`src/rtl/manchester_pkg.sv`:
```
// Shared definitions for the Manchester serial transmitter/receiver pair.
package manchester_pkg;

    localparam int   MANCH_DATA_BITS  = 8;
    localparam logic MANCH_IDLE_LEVEL = 1'b0;

    typedef enum logic [1:0] {
        IDLE,
        SKIP,
        SEEK,
        TAIL
    } manch_state_e;

endpackage

```
`src/rtl/axis_byte_fifo.sv`:
```
// Byte FIFO with a registered AXI-Stream master side; the output register
// always mirrors the head entry so tdata holds steady under backpressure.
module axis_byte_fifo #(
    parameter int DEPTH = 4
) (
    input  logic       aclk,
    input  logic       areset,
    input  logic       push,
    input  logic [7:0] push_data,
    output logic       full,
    output logic       m_axis_tvalid,
    output logic [7:0] m_axis_tdata,
    input  logic       m_axis_tready
);

    localparam int PTR_W = $clog2(DEPTH);
    localparam int CNT_W = $clog2(DEPTH) + 1;

    logic [7:0]       mem [DEPTH];
    logic [PTR_W-1:0] wr_ptr, rd_ptr, rd_ptr_n;
    logic [CNT_W-1:0] count, count_n;
    logic             pop, wr_en;
    logic [7:0]       head_n;

    assign full  = (count == CNT_W'(DEPTH));
    assign pop   = m_axis_tvalid && m_axis_tready;
    assign wr_en = push && (!full || pop);

    always_comb begin
        rd_ptr_n = pop ? rd_ptr + PTR_W'(1) : rd_ptr;
        count_n  = count + CNT_W'(wr_en) - CNT_W'(pop);
        // Nothing left behind the pop: the incoming byte becomes the head.
        if (count == CNT_W'(pop))
            head_n = push_data;
        else
            head_n = mem[rd_ptr_n];
    end

    always_ff @(posedge aclk) begin
        if (wr_en)
            mem[wr_ptr] <= push_data;
    end

    always_ff @(posedge aclk or posedge areset) begin
        if (areset) begin
            wr_ptr        <= '0;
            rd_ptr        <= '0;
            count         <= '0;
            m_axis_tvalid <= 1'b0;
            m_axis_tdata  <= '0;
        end else begin
            if (wr_en)
                wr_ptr <= wr_ptr + PTR_W'(1);
            rd_ptr        <= rd_ptr_n;
            count         <= count_n;
            m_axis_tvalid <= (count_n != '0);
            if (count_n != '0)
                m_axis_tdata <= head_n;
        end
    end

endmodule

```
`src/rtl/manchester_serial_rx.sv`:
```
// Manchester line receiver: mid-bit edge tracking with a skip/seek window,
// recovered bytes delivered on AXI-Stream through axis_byte_fifo.
module manchester_serial_rx
    import manchester_pkg::*;
#(
    parameter int HALF_BIT   = 4,
    parameter int FIFO_DEPTH = 4
) (
    input  logic       aclk,
    input  logic       areset,
    input  logic       serial_in,
    output logic       m_axis_tvalid,
    output logic [7:0] m_axis_tdata,
    input  logic       m_axis_tready,
    output logic       frame_err,
    output logic       overflow
);

    localparam int CNT_W = $clog2(2*HALF_BIT) + 1;
    localparam logic [CNT_W-1:0] SKIP_LOAD = CNT_W'(3*HALF_BIT/2 - 1);
    localparam logic [CNT_W-1:0] SEEK_LOAD = CNT_W'(HALF_BIT - 1);
    localparam logic [CNT_W-1:0] TAIL_LAST = CNT_W'(2*HALF_BIT - 1);
    localparam logic [3:0]       LAST_BIT  = 4'(MANCH_DATA_BITS - 1);

    logic sync_q1, sync_q2, line_prev, line, edge_det;
    manch_state_e state, state_n;
    logic [CNT_W-1:0]           cnt;
    logic [3:0]                 bit_cnt;
    logic [MANCH_DATA_BITS-1:0] shreg;
    logic push_q, fifo_full, pop;
    logic start_c, load_skip_c, load_seek_c, clr_cnt_c, inc_c, dec_c;
    logic shift_c, push_c, err_c;

    always_ff @(posedge aclk or posedge areset) begin
        if (areset) begin
            sync_q1   <= MANCH_IDLE_LEVEL;
            sync_q2   <= MANCH_IDLE_LEVEL;
            line_prev <= MANCH_IDLE_LEVEL;
        end else begin
            sync_q1   <= serial_in;
            sync_q2   <= sync_q1;
            line_prev <= sync_q2;
        end
    end

    assign line     = sync_q2;
    assign edge_det = line ^ line_prev;

    always_ff @(posedge aclk or posedge areset) begin
        if (areset) state <= IDLE;
        else        state <= state_n;
    end

    always_comb begin
        state_n = state;
        case (state)
            IDLE: if (edge_det && line) state_n = SKIP;
            SKIP: if (cnt == '0) state_n = SEEK;
            SEEK: begin
                if (edge_det)
                    state_n = (bit_cnt == LAST_BIT) ? TAIL : SKIP;
                else if (cnt == '0)
                    state_n = TAIL;
            end
            TAIL: if (!line && cnt == TAIL_LAST) state_n = IDLE;
            default: state_n = IDLE;
        endcase
    end

    always_comb begin
        start_c     = 1'b0;
        load_skip_c = 1'b0;
        load_seek_c = 1'b0;
        clr_cnt_c   = 1'b0;
        inc_c       = 1'b0;
        dec_c       = 1'b0;
        shift_c     = 1'b0;
        push_c      = 1'b0;
        err_c       = 1'b0;
        case (state)
            IDLE: begin
                // Falling edges on an idle line are ignored.
                start_c     = edge_det && line;
                load_skip_c = edge_det && line;
            end
            SKIP: begin
                load_seek_c = (cnt == '0);
                dec_c       = (cnt != '0);
            end
            SEEK: begin
                if (edge_det) begin
                    shift_c     = 1'b1;
                    push_c      = (bit_cnt == LAST_BIT);
                    load_skip_c = (bit_cnt != LAST_BIT);
                    clr_cnt_c   = (bit_cnt == LAST_BIT);
                end else begin
                    err_c     = (cnt == '0);
                    clr_cnt_c = (cnt == '0);
                    dec_c     = (cnt != '0);
                end
            end
            TAIL: begin
                // cnt counts consecutive low cycles; any high restarts it.
                clr_cnt_c = line;
                inc_c     = !line;
            end
            default: ;
        endcase
    end

    always_ff @(posedge aclk or posedge areset) begin
        if (areset) begin
            cnt       <= '0;
            bit_cnt   <= '0;
            shreg     <= '0;
            push_q    <= 1'b0;
            frame_err <= 1'b0;
        end else begin
            push_q    <= push_c;
            frame_err <= err_c;
            if (load_skip_c)      cnt <= SKIP_LOAD;
            else if (load_seek_c) cnt <= SEEK_LOAD;
            else if (clr_cnt_c)   cnt <= '0;
            else if (inc_c)       cnt <= cnt + CNT_W'(1);
            else if (dec_c)       cnt <= cnt - CNT_W'(1);
            if (start_c) begin
                bit_cnt <= '0;
                shreg   <= '0;
            end else if (shift_c) begin
                bit_cnt <= bit_cnt + 4'd1;
                shreg   <= {shreg[MANCH_DATA_BITS-2:0], line};
            end
        end
    end

    assign pop = m_axis_tvalid && m_axis_tready;

    // A full FIFO still takes the byte when the head leaves in the same cycle.
    always_ff @(posedge aclk or posedge areset) begin
        if (areset) overflow <= 1'b0;
        else        overflow <= push_q && fifo_full && !pop;
    end

    axis_byte_fifo #(
        .DEPTH (FIFO_DEPTH)
    ) u_fifo (
        .aclk          (aclk),
        .areset        (areset),
        .push          (push_q),
        .push_data     (shreg),
        .full          (fifo_full),
        .m_axis_tvalid (m_axis_tvalid),
        .m_axis_tdata  (m_axis_tdata),
        .m_axis_tready (m_axis_tready)
    );

endmodule

```
`config.mk`:
```
export PLATFORM = sky130hd
export DESIGN_NAME = manchester_serial_rx
export DESIGN_NICKNAME = d
export VERILOG_FILES = /design/src/rtl/manchester_pkg.sv /design/src/rtl/axis_byte_fifo.sv /design/src/rtl/manchester_serial_rx.sv
export SDC_FILE = /design/constraint.sdc
export NUM_CORES = 1
export LEC_CHECK = 0
export CAP_MARGIN = 30
export CORE_MARGIN = 8
export CORE_UTILIZATION = 50
export DETAILED_ROUTE_END_ITERATION = 8
export PLACE_DENSITY = 0.78
export SLEW_MARGIN = 10
export SYNTH_ARGS = -nofsm -noshare
export SYNTH_HDL_FRONTEND = slang
export SYNTH_SLANG_ARGS = --single-unit
```
`constraint.sdc`:
```
create_clock -name aclk -period 4.45 [get_ports aclk]
set_clock_uncertainty 0.1 [all_clocks]
set_input_delay 0.6675 -clock aclk [delete_from_list [all_inputs] [get_ports aclk]]
set_output_delay 0.6675 -clock aclk [all_outputs]
set_load 0.01 [all_outputs]
```
==> results of run 1 <==
area by class of cell:
| type | instances | area share (%) |
|---|---|---|
| clock buffer | 11 | 3.60 |
| clock inverter | 5 | 2.64 |
| inverter | 14 | 1.34 |
| multi-input combinational | 193 | 35.7 |
| sequential | 72 | 49.9 |
| tap | 96 | 3.06 |
| timing repair buffer | 15 | 3.76 |
placed cells by master (no fill, tap or decap), types with 4 or more instances in the layout:
| master | count |
|---|---|
| xnor2_1 | 7 |
| mux2i_1 | 8 |
| a21oi_1 | 16 |
| o211ai_1 | 8 |
| clkbuf_8 | 10 |
| and2_1 | 6 |
| edfxtp_1 | 32 |
| a31oi_2 | 8 |
| nand3b_1 | 4 |
| o21ai_0 | 9 |
| dfrtp_1 | 40 |
| mux2_1 | 7 |
| mux2_2 | 7 |
| o221ai_1 | 7 |
| nand2_1 | 38 |
| ha_1 | 15 |
| inv_1 | 13 |
| clkdlybuf4s50_1 | 14 |
| nand3_1 | 4 |
| nor2_1 | 12 |
state kept, by name (all words and copies together) (netlist names), 3 cells and up:
name                 cells
bit_cnt                  4
cnt                      4
shreg                    8
u_fifo.count             3
u_fifo.m_axis_tdata      8
u_fifo.mem              32
path summary, 6_finish.rpt:
kind / from / to / slack [ns] / cells after the start
max in group asynchronous: areset / shreg[4] / 3.25 / 3
min reg2reg: sync_q1 / line / 0.25 / 0
min: sync_q1 / line / 0.25 / 0
min in group asynchronous: areset / cnt[1] / 0.65 / 3
max reg2reg: u_fifo.m_axis_tvalid / u_fifo.m_axis_tdata[3] / 1.44 / 9
max: m_axis_tready / u_fifo.m_axis_tdata[3] / 1.09 / 10
layer usage:
metal  vias up  GRT usage (%)  wire length, microns  share of wire (%)
met5         -              0                     0                  0
met4         0           4.89                   108                1.8
met3         8           4.89                   303                5.0
met2        55           22.8                  3030                 50
met1      1044           14.8                  2620                 43
li1       1075              -                     -                  -
power by group through the flow:
| stage | logic (uW) | clock network [uW] | registers, uW |
|---|---|---|---|
| 2_1_floorplan | 743 | 0 | 945 |
| 3_3_place_gp | 841 | 0 | 999 |
| 3_5_place_dp | 872 | 0 | 1000 |
| 4_1_cts | 877 | 633 | 993 |
| 5_1_grt | 979 | 664 | 1020 |
| 6_report | 869 | 622 | 994 |
cell families after synthesis:
kind of cell,synth area share (%)
xor gates and xnor gates,2.51
adders and majority gates,6.53
buffers and inverters,3.55
DFF,56.2
muxes,6.81
AOI/OAI and AO/OA,12.5
and+or+nand+nor,11.9
through the flow:
step	instance area [sq um]	hold WS (ns)	utilization, %
finish	3930	0.251	57.9
global route	3930	0.257	57.9
CTS	3930	0.254	57.9
detailed placement	3690	0.237	54.3
global placement	3690	0.234	54.3
floorplan	3490	0.231	-
==> run_results.csv, run 1 <==
group,metric,value,unit
setup_path,path_buf_inv,2,
setup_path,required,4.55,ns
sta,setup_ws,1.09,ns
global_route,grt_pass1_wl,10300,microns
pwr,power_density,632,mW/mm^2
cts,ctsHoldBuffers,0,
global_route,antenna_found_initial,0,
final_layout,nets,326,
cts,post_cts_resized,0,
routing,drtIter0Drc,132,
yosys,synth_top_area_share,28.7,%
sta,fmax,297,MHz
floorplan,core-area,0.00679,sq mm
placement,dp_hpwl,4240,microns
placement,io_buffers,14,
floorplan,pin_count,15,
setup_path,cp_slowest_cell,"or3_1",
routing,dr_total_vias,2182,
placement,dp_slack,0.711,ns
yosys,synth_edf_count,32,
run_status,status,"finished clean",
global_route,track_usage,13.3,%
setup_path,cp-end-kind,"flip-flop",
yosys,ys_ff_latch,72,
pwr,irDropWorstVdd,0.296,mV
sta,slew_violations,0,
global_route,grt_pass1_vias,2199,
yosys,yosys_warnings,0,
routing,drt-vias-per-instance,5.37,
sta,max-slew-margin-rel,39.6,%
yosys,async_reset_ff_share,55.6,%
sta,min_period_over_period,75.6,%
yosys,ys_top_cells_by_area,"dfrtp_1, edfxtp_1, ha_1",
setup_path,arrival,3.46,ns
final_layout,fillers,562,
pwr,pwr-share-comb,35.0,%
routing,dr.pass1.iters,4,
setup_path,crit_family,"simple AND/OR/NAND/NOR gates",
floorplan,dieArea,0.00991,sq mm
yosys,ys_seq_area_share,56.2,%
yosys,synthesis.area,0.00349,sq mm
pwr,seqPwrFrac,40.0,%
pwr,swShare,33.7,%
yosys,avgSynthCellArea,12.0,sq um
sta,setup_viol,0,
yosys,synth_cells,291,
cts,cts_root_buf,"clkbuf_8",
final_layout,stdcell_count,406,
cts,htree_num_levels,3,
routing,wl,6060,microns
global_route,overflow,0,
setup_path,path_class,"input port to flip-flop",
setup_path,worst_path_largest_cell_delay,0.59,ns
yosys,synth_cell_type_count,48,
floorplan,initial_core_util,51.4,%
sta,rsz0062_at_grt,"no",
pwr,p_sw,838,uW
pwr,p_leak,0.00160,uW
setup_path,startpoint_type,"input port",
cts,tritoncts,"built",
final_layout,multi_input_area,0.00140,sq mm
setup_path,path_max_fanout,17,
floorplan,row_count,30,
final_layout,n_antenna_cell,0,
routing,final_antenna_net_count,0,
final_layout,seq_area,0.00196,sq mm
cts,clk_latency,0.35,ns
sta,fin_tns_setup,0,ns
yosys,yosys-top-cells-count,"dfrtp_1, nand2_1, edfxtp_1, a21oi_1, ha_1",
cts,numClockSinks,72,
cts,path_clk_slew,0.07,ns
global_route,grt_max_degree,41,
routing,drc_errors,0,
routing,wl_per_cell,14.9,microns
floorplan,die_w,99.5,microns
sta,worst_pin_slew,0.898,ns
yosys,synth_area_leader_cell,"dfrtp_1",
cts,numCtsBuffers,9,
yosys,synth_most_common_cell,"dfrtp_1",
hold_path,hold_class,"flip-flop to flip-flop",
setup_path,worstPathCellList,"clkdlybuf4s50_1 -> nand2_4 -> inv_2 -> o31a_1 -> ha_1 -> fa_1 -> xnor2_1 -> or3_1 -> nor2_1 -> a31oi_2",
sta,finalHoldViolCount,0,
placement,dp_cells,390,
final_layout,area_delta_synth_final,12.7,%
run,drv_cap,0,
cts,post_cts_buffers,0,
final_layout,drive_above_1_share,11.3,%
yosys,syn-num-nets,312,
yosys,yosys_most_used_dff,"dfrtp_1",
sta,fin_crit,3.36,ns
floorplan,die_y,99.5,microns
pwr,power,2480,uW
cts,clk_path_buf_depth,2,
placement,gp_congestion,0.861,
pwr,power_frac_clock,25.0,%
pwr,internal-power,1650,uW
Note: power is estimated with default switching activity, not from simulation.
==> inputs of run 2 (changes only) <==
==> constraint.sdc (replaced) <==
create_clock -name aclk -period 3.1 [get_ports aclk]
set_clock_uncertainty 0.1 [all_clocks]
set_input_delay 0.465 -clock aclk [delete_from_list [all_inputs] [get_ports aclk]]
set_output_delay 0.465 -clock aclk [all_outputs]
set_load 0.01 [all_outputs]
==> run 2 against run 1 <==
- register-to-register slack worse by 0.96 ns
- sequential cell count stayed put
- largest power group unchanged
- global-route usage is 0.53 points higher
- sequential share of layout area is 0.13 points higher
- cell count is 1.5% higher
- critical path depth is 2 higher
- die area stayed put
- critical endpoint is now u_fifo.m_axis_tdata[7]
==> run_results.csv, run 2 (synthesis gave the netlist of run 1 again) <==
group,metric,value,unit
run_status,status,"finished clean",
floorplan,initial_core_util,51.4,%
setup_path,cp_slowest_cell,"clkdlybuf4s50_1",
floorplan,die_y,99.5,microns
sta,fin_crit,2.69,ns
setup_path,path_class,"input port to flip-flop",
cts,cts_root_buf,"clkbuf_8",
sta,fin_tns_setup,0,ns
final_layout,largest_reg_flops,32,
sta,setup_viol,0,
cts,tritoncts,"built",
cts,path_clk_slew,0.07,ns
final_layout,area_delta_synth_final,12.4,%
global_route,use_met2,22.5,%
setup_path,startpoint_type,"input port",
setup_path,path_max_fanout,17,
cts,post_cts_buffers,0,
final_layout,layout_common_cells,"dfrtp_1, nand2_1, edfxtp_1, a21oi_1, ha_1",
placement,dp_hpwl,4310,microns
pwr,power_density,868,mW/mm^2
cts,post_cts_resized,0,
setup_path,crit_start,"m_axis_tready",
placement,io_buffers,14,
sta,worst_pin_slew,0.808,ns
final_layout,top_regs,"u_fifo.mem x32, shreg x8, u_fifo.m_axis_tdata x8",
final_layout,seq_area,0.00196,sq mm
sta,setup_ws,0.412,ns
final_layout,n_antenna_cell,0,
cts,htree_num_levels,3,
sta,slew_violations,0,
floorplan,core-area,0.00679,sq mm
global_route,grt_busiest_layer,"met2",
global_route,overflow,0,
setup_path,required,3.22,ns
hold_path,hold_class,"flip-flop to flip-flop",
sta,max-slew-margin-rel,46.1,%
run,drv_cap,0,
routing,drc_errors,0,
cts,ctsHoldBuffers,0,
routing,final_antenna_net_count,0,
setup_path,cp-end-kind,"flip-flop",
pwr,power,3400,uW
setup_path,arrival,2.81,ns
final_layout,largest_register,"u_fifo.mem",
global_route,track_usage,13.8,%
routing,dr.pass1.iters,4,
setup_path,worstPathCellList,"clkdlybuf4s50_1 -> nand2_4 -> inv_2 -> ha_1 -> inv_1 -> ha_1 -> fa_1 -> xnor2_1 -> or3_1 -> buf_4 -> nor2_1 -> a31oi_2",
cts,numCtsBuffers,9,
global_route,antenna_found_initial,0,
hold_path,hold_depth,0,
routing,wl_per_cell,14.8,microns
cts,clk_path_buf_depth,2,
floorplan,row_count,30,
final_layout,final_common_cell,"dfrtp_1",
global_route,grt_pass1_wl,10700,microns
sta,min_period_over_period,86.7,%
pwr,irDropWorstVdd,0.473,mV
placement,gp_congestion,0.819,
cts,numClockSinks,72,
global_route,use_met1,15.4,%
final_layout,nets,332,
sta,finalHoldViolCount,0,
setup_path,worst_path_largest_cell_delay,0.47,ns
final_layout,fillers,554,
floorplan,dieArea,0.00991,sq mm
hold_path,holdCritStartpoint,"sync_q1",
floorplan,die_w,99.5,microns
routing,drtIter0Drc,100,
global_route,grt_max_degree,41,
routing,wl,6120,microns
setup_path,critPathMostFrequentCell,"ha_1",
routing,dr_total_vias,2212,
setup_path,reg2reg_from,"u_fifo.count[1]",
pwr,p_leak,0.00161,uW
global_route,grt_pass1_vias,2304,
global_route,met3_usage,4.96,%
sta,fmax,372,MHz
floorplan,pin_count,15,
placement,dp_slack,0.0327,ns
cts,clk_latency,0.35,ns
final_layout,drive_above_1_share,12.3,%
setup_path,reg2reg_depth,10,
sta,rsz0062_at_grt,"no",
final_layout,multi_input_area,0.00140,sq mm
routing,drt-vias-per-instance,5.37,
-- run 2: changes by cell type in the layout (fill, tap and decap cells not counted), sizes merged --
cell    change
buf         +6
clkbuf      +5
bufinv      -3
clkinv      -2
-- run 2: critical path, delay by kind of cell --
family / cells / cell delay [ns]
buf+inv: 4 / 0.78
simple gates: 3 / 0.52
compound gates: 1 / 0.05
fa+ha+maj: 3 / 0.84
xor+xnor: 1 / 0.15
-- run 2: layer usage --
metal | up-vias | share of wire (%)
li1 | 1089 | -
met1 | 1064 | 44
met2 | 47 | 49
met3 | 12 | 4.7
met4 | 0 | 2.3
met5 | - | 0
-- run 2: final cells by class --
class | instances | share of cell area (%)
Inverter | 14 | 1.34
Multi-Input combinational cell | 193 | 35.8
Sequential cell | 72 | 50.0
Tap cell | 96 | 3.06
Timing Repair Buffer | 21 | 4.91
Clock buffer | 16 | 4.85
-- run 2: worst paths after layout --
kind,endpoint,slack [ns]
worst min-delay path,line,0.25
worst min register to register,line,0.25
worst max-delay path,u_fifo.m_axis_tdata[7],0.41
worst max register to register,u_fifo.m_axis_tdata[7],0.48
max in group asynchronous,state[1],2.11
min in group asynchronous,u_fifo.wr_ptr[1],0.43
-- run 2: power by group --
group / total (uW) / internal [uW] / switching (uW) / leakage [uW]
registers: 1420 / 1190 / 233 / 0.000806
clock network: 705 / 380 / 326 / 0.0000970
logic: 1270 / 641 / 632 / 0.000702
-- run 2: per-stage QoR --
step | util, % | std cells | cell area [sq um] | hold slack (ns)
global route | 57.7 | 412 | 3920 | 0.254
detailed placement | 54.9 | 396 | 3730 | 0.239
global placement | 54.9 | 396 | 3730 | 0.234
finish | 57.7 | 412 | 3920 | 0.253
CTS | 57.7 | 412 | 3920 | 0.254
floorplan | - | 291 | 3490 | 0.231
==> inputs of run 3 (changes only) <==
==> constraint.sdc (replaced) <==
create_clock -name aclk -period 2.54 [get_ports aclk]
set_clock_uncertainty 0.1 [all_clocks]
set_input_delay 0.381 -clock aclk [delete_from_list [all_inputs] [get_ports aclk]]
set_output_delay 0.381 -clock aclk [all_outputs]
set_load 0.01 [all_outputs]
==> run 3 against run 2 <==
- count of clock-buffer cells in the layout fell by 5
- highest routed layer unchanged
- combinational power rose by 39%
- total power rose by 32%
- sequential share of layout area fell by 1.6 points
- routed wire length rose by 5.7%
- setup slack got worse by 0.32 ns
- largest cell class unchanged
- largest power group is now combinational cells
- sequential power rose by 22%
- core utilization rose by 2.0 points
==> run_results.csv, run 3 (synthesis gave the netlist of run 1 again) <==
group,metric,value,unit
cts,tritoncts,"built",
floorplan,die_y,99.5,microns
cts,cts_root_buf,"clkbuf_8",
setup_path,arrival,2.57,ns
pwr,seqPwrFrac,38.6,%
cts,htree_num_levels,3,
routing,wl,6460,microns
setup_path,worst_path_largest_cell_delay,0.41,ns
setup_path,cp_slowest_cell,"dfrtp_1",
sta,finalHoldViolCount,0,
routing,final_antenna_net_count,0,
sta,max-slew-margin-rel,49.2,%
pwr,power_frac_clock,22.1,%
pwr,internal-power,2930,uW
global_route,track_usage,14.2,%
final_layout,final_common_cell,"dfrtp_1",
floorplan,pin_count,15,
floorplan,initial_core_util,51.4,%
sta,fin_tns_setup,0,ns
setup_path,path_class,"flip-flop to flip-flop",
global_route,antenna_found_initial,0,
routing,dr_total_vias,2276,
placement,dp_cells,403,
final_layout,layout_common_cells,"dfrtp_1, nand2_1, edfxtp_1, a21oi_1, buf_4",
final_layout,seq_area,0.00196,sq mm
sta,worst_pin_slew,0.762,ns
final_layout,largest_register,"u_fifo.mem",
placement,placed_area,0.00381,sq mm
sta,min_period_over_period,96.3,%
floorplan,row_count,30,
final_layout,fillers,545,
sta,timing.hold.ws,0.267,ns
sta,setup_viol,0,
final_layout,top_regs,"u_fifo.mem x32, shreg x8, u_fifo.m_axis_tdata x8",
sta,slew_violations,0,
placement,dp_hpwl,4650,microns
pwr,p_sw,1550,uW
pwr,swShare,34.6,%
final_layout,nets,341,
global_route,grt_pass1_wl,11200,microns
setup_path,required,2.66,ns
global_route,overflow,0,
cts,numCtsBuffers,9,
routing,drc_errors,0,
run_status,status,"finished clean",
placement,dp_slack,-0.420,ns
routing,dr.pass1.iters,4,
final_layout,stdcell_count,421,
placement,io_buffers,14,
setup_path,path_max_fanout,17,
cts,path_clk_slew,0.07,ns
cts,numClockSinks,72,
routing,drt-vias-per-instance,5.41,
hold_path,hold_class,"flip-flop to flip-flop",
setup_path,cp-end-kind,"flip-flop",
final_layout,multi_input_area,0.00142,sq mm
final_layout,area_delta_synth_final,16.2,%
run,drv_cap,0,
sta,setup_ws,0.0928,ns
pwr,pwr-share-comb,39.3,%
sta,fmax,409,MHz
pwr,p_leak,0.00166,uW
routing,drtIter0Drc,67,
final_layout,finalInstanceArea,0.00405,sq mm
final_layout,largest_reg_flops,32,
final_layout,drive_above_1_share,16.9,%
routing,wl_per_cell,15.4,microns
placement,gp_congestion,0.866,
sta,fin_crit,2.45,ns
pwr,irDropWorstVdd,0.750,mV
pwr,power_density,1110,mW/mm^2
final_layout,n_antenna_cell,0,
global_route,grt_max_degree,41,
setup_path,worstPathCellList,"inv_1 -> nand2_1 -> o31a_1 -> ha_2 -> fa_2 -> xnor2_1 -> or3_4 -> buf_12 -> nor2_1 -> a31oi_2",
floorplan,dieArea,0.00991,sq mm
floorplan,core-area,0.00679,sq mm
setup_path,startpoint_type,"flip-flop",
global_route,grt_pass1_vias,2380,
cts,clk_path_buf_depth,2,
floorplan,die_w,99.5,microns
cts,clk_latency,0.35,ns
==> run 3: cell types whose count changed in the layout (fill, tap and decap cells not counted), sizes merged <==
cell / previous run / this run
bufinv: 0 / 2
clkbuf: 16 / 11
buf: 7 / 16
clkinvlp: 0 / 2
dlygate4sd2: 0 / 1
clkinv: 0 / 1
clkdlybuf4s50: 14 / 13
==> run 3: area by class of cell <==
class                   count  share of cell area, %
flip-flops and latches     72                   48.4
well taps                  96                   2.96
clock inverters             5                   1.98
inverters                  14                   1.36
repair buffers             30                   6.70
clock buffers              11                   3.49
multi-input cells         193                   35.1
==> run 3: worst max-delay path: cells and delay by family, from the launching register on <==
family | cells | cell delay [ns]
simple gates | 3 | 0.55
buf+inv | 2 | 0.28
fa+ha+maj | 2 | 0.52
flops | 1 | 0.41
compound gates | 2 | 0.30
xor+xnor | 1 | 0.14
==> run 3: what timing repair did <==
item / in CTS / in global routing
buffers inserted: 0 / 2
cloned: 0 / 0
hold buffers: 0 / 0
gates resized for setup: 3 / 1
endpoints found under the setup margin: 7 / 6
==> run 3: worst paths after layout <==
check                           depth (start not counted)                      to            start  slack [ns]
worst max-delay path                                   10  u_fifo.m_axis_tdata[1]  u_fifo.count[1]        0.09
worst min-delay path                                    0                    line          sync_q1        0.27
worst max register to register                         10  u_fifo.m_axis_tdata[1]  u_fifo.count[1]        0.09
worst min register to register                          0                    line          sync_q1        0.27
max in group asynchronous                               3  u_fifo.m_axis_tdata[3]           areset        1.63
min in group asynchronous                               3               frame_err           areset        0.36
==> run 3: power by group through the flow <==
stage          clock, uW  sequential, uW  combinational, uW
2_1_floorplan          0            1660               1330
3_3_place_gp           0            1730               1650
3_5_place_dp           0            1750               1730
4_1_cts             1010            1730               1750
5_1_grt             1070            1760               1970
6_report             991            1730               1760
==> run 3: routing by layer <==
metal	part of all wire, %	wire length, microns	vias up	global-route usage (%)
li1	-	-	1104	-
met2	53	3400	44	24.4
met5	0	0	-	0
met3	5.0	320	9	5.31
met4	1.2	80	0	5.47
met1	41	2660	1119	15.4
==> run 3: stage by stage <==
stage	total power, uW	utilization [%]
after global placement	3380	56.1
after detailed placement	3470	56.1
final	4480	59.7
after floorplan	2990	-
after CTS	4490	59.4
after global routing	4800	59.7
